<file path="src/rtl/add_pkg.sv">
// rtl/add_pkg.sv - shared types, handshake constants and width helper for add_accum.
package add_pkg;

  typedef enum logic [1:0] {
    IDLE  = 2'd0,
    ACCUM = 2'd1,
    HOLD  = 2'd2
  } add_accum_state_t;

  localparam logic HOLD_READY = 1'b0;
  localparam logic IDLE_VALID = 1'b0;

  function automatic int cnt_width(input int count);
    return $clog2(count + 1);
  endfunction

endpackage

</file>
<file path="src/rtl/add_accum_ctrl.sv">
// rtl/add_accum_ctrl.sv - batch FSM and counter; emits handshake and datapath strobes.
module add_accum_ctrl
  import add_pkg::*;
#(
  parameter int COUNT = 4
) (
  input  logic clock,
  input  logic reset,
  input  logic clear,
  input  logic in_valid,
  input  logic sum_ready,
  output logic in_ready,
  output logic sum_valid,
  output logic acc_load,
  output logic acc_zero,
  output logic batch_done
);

  localparam int CW = cnt_width(COUNT);
  localparam logic [CW-1:0] LAST = CW'(COUNT - 1);

  add_accum_state_t state;
  logic [CW-1:0]    cnt;

  assign in_ready   = (state == HOLD) ? HOLD_READY : !reset;
  assign acc_load   = in_valid && in_ready && !clear;
  assign batch_done = acc_load && (cnt == LAST);
  // clear outranks the output handshake, so both zero the datapath
  assign acc_zero   = clear || (sum_valid && sum_ready);

  always_ff @(posedge clock or posedge reset) begin
    if (reset) begin
      state     <= IDLE;
      cnt       <= '0;
      sum_valid <= IDLE_VALID;
    end else if (clear) begin
      state     <= IDLE;
      cnt       <= '0;
      sum_valid <= IDLE_VALID;
    end else begin
      unique case (state)
        IDLE, ACCUM: begin
          if (acc_load) begin
            cnt <= cnt + CW'(1);
            if (batch_done) begin
              state     <= HOLD;
              sum_valid <= 1'b1;
            end else begin
              state <= ACCUM;
            end
          end
        end
        HOLD: begin
          if (sum_ready) begin
            state     <= IDLE;
            cnt       <= '0;
            sum_valid <= IDLE_VALID;
          end
        end
        default: begin
          state     <= IDLE;
          cnt       <= '0;
          sum_valid <= IDLE_VALID;
        end
      endcase
    end
  end

endmodule

</file>
<file path="src/rtl/add_accum.sv">
// rtl/add_accum.sv - sums COUNT adder results per batch; ADD_ACCUM_SAT_EN selects saturation over wrap.
module add_accum
  import add_pkg::*;
#(
  parameter int WIDTH     = 8,
  parameter int COUNT     = 4,
  parameter int ACC_WIDTH = WIDTH + $clog2(COUNT)
) (
  input  logic                 clock,
  input  logic                 reset,
  input  logic                 clear,
  input  logic                 in_valid,
  output logic                 in_ready,
  input  logic [WIDTH-1:0]     in_data,
  output logic                 sum_valid,
  input  logic                 sum_ready,
  output logic [ACC_WIDTH-1:0] sum_data,
  output logic                 sum_ovf
);

  logic                 acc_load;
  logic                 acc_zero;
  logic                 batch_done;
  logic [ACC_WIDTH-1:0] acc;
  logic                 ovf;
  logic [ACC_WIDTH:0]   nxt;
  logic [ACC_WIDTH-1:0] acc_nxt;
  logic                 ovf_nxt;

  add_accum_ctrl #(.COUNT(COUNT)) u_ctrl (
    .clock      (clock),
    .reset      (reset),
    .clear      (clear),
    .in_valid   (in_valid),
    .sum_ready  (sum_ready),
    .in_ready   (in_ready),
    .sum_valid  (sum_valid),
    .acc_load   (acc_load),
    .acc_zero   (acc_zero),
    .batch_done (batch_done)
  );

  assign nxt     = {1'b0, acc} + {{(ACC_WIDTH + 1 - WIDTH){1'b0}}, in_data};
  assign ovf_nxt = ovf | nxt[ACC_WIDTH];

`ifdef ADD_ACCUM_SAT_EN
  // once a batch has overflowed it stays pinned at full scale
  assign acc_nxt = ovf_nxt ? {ACC_WIDTH{1'b1}} : nxt[ACC_WIDTH-1:0];
`else
  assign acc_nxt = nxt[ACC_WIDTH-1:0];
`endif

  // sum_data/sum_ovf are captured only on batch completion so they hold through HOLD
  always_ff @(posedge clock or posedge reset) begin
    if (reset) begin
      acc      <= '0;
      ovf      <= 1'b0;
      sum_data <= '0;
      sum_ovf  <= 1'b0;
    end else if (acc_zero) begin
      acc      <= '0;
      ovf      <= 1'b0;
      sum_data <= '0;
      sum_ovf  <= 1'b0;
    end else if (acc_load) begin
      acc <= acc_nxt;
      ovf <= ovf_nxt;
      if (batch_done) begin
        sum_data <= acc_nxt;
        sum_ovf  <= ovf_nxt;
      end
    end
  end

endmodule

</file>
<file path="config.mk">
export PLATFORM = sky130hd
export DESIGN_NAME = add_accum
export DESIGN_NICKNAME = d
export VERILOG_FILES = /design/src/rtl/add_pkg.sv /design/src/rtl/add_accum_ctrl.sv /design/src/rtl/add_accum.sv
export SDC_FILE = /design/constraint.sdc
export NUM_CORES = 1
export LEC_CHECK = 0
export BUFFER_PORTS_ARGS = -buffer_cell sky130_fd_sc_hd__buf_2
export CAP_MARGIN = 15
export CELL_PAD_IN_SITES_DETAIL_PLACEMENT = 0
export CELL_PAD_IN_SITES_GLOBAL_PLACEMENT = 1
export CORE_MARGIN = 2
export CORE_UTILIZATION = 39
export CTS_CLUSTER_SIZE = 20
export DETAILED_ROUTE_END_ITERATION = 6
export HOLD_SLACK_MARGIN = 0.12
export PLACE_DENSITY = 0.8
export REMOVE_ABC_BUFFERS = 1
export SLEW_MARGIN = 20
export SYNTH_ARGS = -nofsm -noshare
export SYNTH_HDL_FRONTEND = slang
export SYNTH_SLANG_ARGS = --single-unit
</file>
<file path="constraint.sdc">
create_clock -name clock -period 4.3 [get_ports clock]
set_clock_uncertainty 0.2 [all_clocks]
set_input_delay 0.645 -clock clock [delete_from_list [all_inputs] [get_ports clock]]
set_output_delay 0.645 -clock clock [all_outputs]
set_load 0.1 [all_outputs]
</file>
==> flow_metrics.env <==
export IMPL_fill_cells=404
export IMPL_seq_area_frac_synth_pct=43.1
export IMPL_place_ws_ns=1.54
export IMPL_worst_pin_slew_ns=0.678
export IMPL_grt_ovfl_total=0
export IMPL_drv_slew=0
export IMPL_drtPass1Iterations=4
export IMPL_p_sw_share_pct=30.0
export IMPL_cts_hold_buffers=0
export IMPL_root_buffer="clkbuf_8"
export IMPL_relSlewSlack_pct=54.7
export IMPL_antenna_found_initial=0
export IMPL_drt_wl_total_mm=3.59
export IMPL_ys_ff_latch=28
export IMPL_leakage_uw=0.000884
export IMPL_tns_ns=0
export IMPL_start_kind="input port"
export IMPL_place_hpwl_mm=2.58
export IMPL_fin_crit_sh_pct=59.9
export IMPL_synth_distinct_cells=39
export IMPL_io_buffer_count=25
export IMPL_start_util_pct=40.6
export IMPL_grt_pass1_wl_mm=6.07
export IMPL_die_h_um=68.5
export IMPL_final_min_clock_period_ns=2.57
export IMPL_drc_errors=0
export IMPL_power_density_nw_per_um2=306
export IMPL_setup_slack_ns=1.73
export IMPL_netlist_instances=173
export IMPL_avgSynthCellArea_sq_um=9.39
export IMPL_num_antenna_cells=0
export IMPL_cts_resized=0
export IMPL_maxCapViolations=0
export IMPL_clkPwrFrac_pct=25.6
export IMPL_internal_power_uw=388
export IMPL_cts_buffer_depth=2
export IMPL_numCtsBuffers=3
export IMPL_rsz0062_at_grt="no"
export IMPL_critPathMaxFanout=29
export IMPL_grt_use_total_pct=17.5
export IMPL_post_cts_buffers=0
export IMPL_end_kind="primary output"
export IMPL_grt_pass1_vias=1281
export IMPL_hp_class="in2async"
export IMPL_core_sq_um=4000
export IMPL_clk_insertion_delay_late_ns=0.27
export IMPL_power_switching_uw=166
export IMPL_peakVddDrop_uv=184
export IMPL_clock_sinks=28
export IMPL_drtIter0Drc=88
export IMPL_setup_viol=0
export IMPL_ant_nets=0
export IMPL_synth_area_leaders="dfrtp_1 (43%), ha_1 (7.7%), a21oi_1 (5.9%), nand2_1 (4.2%), nor2_1 (3.0%)"
export IMPL_wire_per_inst_um=14.6
export IMPL_via_count=1315
export IMPL_clk_pin_slew_ns=0.09
export IMPL_fp_row_count=23
export IMPL_hold_viol=0
export IMPL_status="finished clean"
export IMPL_yosysTopAreaCell="dfrtp_1"
export IMPL_vias_per_cell=5.35
export IMPL_syn_to_final_growth_pct=11.6
export IMPL_drive_above_1_share_pct=17.9
export IMPL_die_w_um=68.5
export IMPL_fp_dieArea_sq_um=4700
export IMPL_power_frac_seq_pct=51.0
export IMPL_ys_flop_type="dfrtp_1"
export IMPL_cp_data_arrival_time_ns=1.73
export IMPL_async_flop_share_pct=100
export IMPL_io_pins=26
export IMPL_yosys_area_top_type_share_pct=43.1
export IMPL_htree_levels=1
export IMPL_grt_max_degree=30
export IMPL_max_freq_ghz=0.388
export IMPL_cts_tree="done"
export IMPL_synth_edf_count=0
export IMPL_routabilityCongestion=0.857
export IMPL_comb_power_share_pct=23.5
export IMPL_crit_required_ns=3.45
export IMPL_ys_warn_count=0
export IMPL_fin_nets=222
export IMPL_total_power_uw=555
export IMPL_netlist_area_sq_um=1620
export IMPL_path_class="in2out"
area by class of cell:
type                            count  area [sq um]  share of cell area, %
Inverter                            6          22.5                   1.24
Clock buffer                        3          41.3                   2.28
Multi-Input combinational cell    132           846                   46.7
Tap cell                           50          62.6                   3.45
Sequential cell                    28           701                   38.6
Timing Repair Buffer               27           140                   7.73
path summary, 6_finish.rpt:
path                             start  slack, ns           to  cells past startpoint
min in group clock                 ovf       0.31          ovf                      2
worst min register to register     ovf       0.31          ovf                      2
worst max register to register  acc[0]       1.89          ovf                      8
worst min-delay path             reset       0.24  sum_data[8]                      3
worst max-delay path             reset       1.73     in_ready                      5
max in group asynchronous        reset       3.39  sum_data[3]                      3
through the flow:
stage	std cells	area (sq um)	hold slack, ns	utilization [%]
after CTS	246	1810	0.251	45.3
final	246	1810	0.240	45.3
after global placement	243	1770	0.266	44.3
after global routing	246	1810	0.274	45.3
after floorplan	166	1570	0.250	-
after detailed placement	243	1770	0.286	44.3
power groups by stage:
stage | logic [uW] | clock network, uW | registers (uW)
after floorplan | 98.0 | 0 | 287
after global placement | 128 | 0 | 287
after detailed placement | 130 | 0 | 288
after CTS | 131 | 150 | 283
after global routing | 147 | 162 | 285
final | 130 | 142 | 283
Yosys cell counts, types with 2 or more instances:
cell type  number
a211oi_1        2
a21o_1          3
a21oi_1        19
a22o_1          3
a22oi_1         2
and2_1          3
and3_1          2
clkbuf_1        3
clkbuf_8        2
dfrtp_1        28
ha_1           10
inv_1           6
nand2_1        18
nand2b_1        5
nand3_1         7
nand3b_1        3
nand4_1         3
nor2_1         13
nor3_1          6
o211ai_1        2
o21a_1          2
o21ai_0         6
o31ai_1         4
or3_1           3
xor2_1          4
flip-flops by register name, indices dropped and copies added, names as in the netlist:
name,cells
acc,10
ovf,1
sum_data,10
sum_ovf,1
u_ctrl.cnt,3
u_ctrl.state,2
u_ctrl.sum_valid,1
critical path, cell delays in order:
cell and delay [ns]:
buf_2 0.10, inv_1 0.05, buf_4 0.33, and2_1 0.18, buf_2 0.42
cells by family after synthesis:
family	after synthesis	share of synthesized area, %
and+or+nand+nor	67	20.6
AOI/OAI and AO/OA	49	19.8
DFF	28	43.1
buffers and inverters	13	4.78
adders and majority gates	11	8.94
xor gates and xnor gates	5	2.70
placed cells by master (no fill, tap or decap), types with 4 or more instances in the layout:
master,netlist,final
dfrtp_1,28,28
buf_2,1,25
a21oi_1,19,19
nand2_1,18,18
nor2_1,13,13
ha_1,10,10
nand3_1,7,7
o21ai_0,6,6
nor3_1,6,6
inv_1,6,6
nand2b_1,5,5
o31ai_1,4,4
xor2_1,4,4
routing by layer:
| metal | share of wire [%] | vias to the layer above | track usage (%) | wire, um |
|---|---|---|---|---|
| met5 | 0 | - | 0 | 0 |
| met4 | 0.61 | 0 | 3.00 | 22 |
| met3 | 5.0 | 2 | 3.90 | 178 |
| met2 | 49 | 32 | 29.8 | 1740 |
| met1 | 46 | 611 | 23.0 | 1640 |
| li1 | - | 670 | - | - |
(Power assumes the default switching activity.)
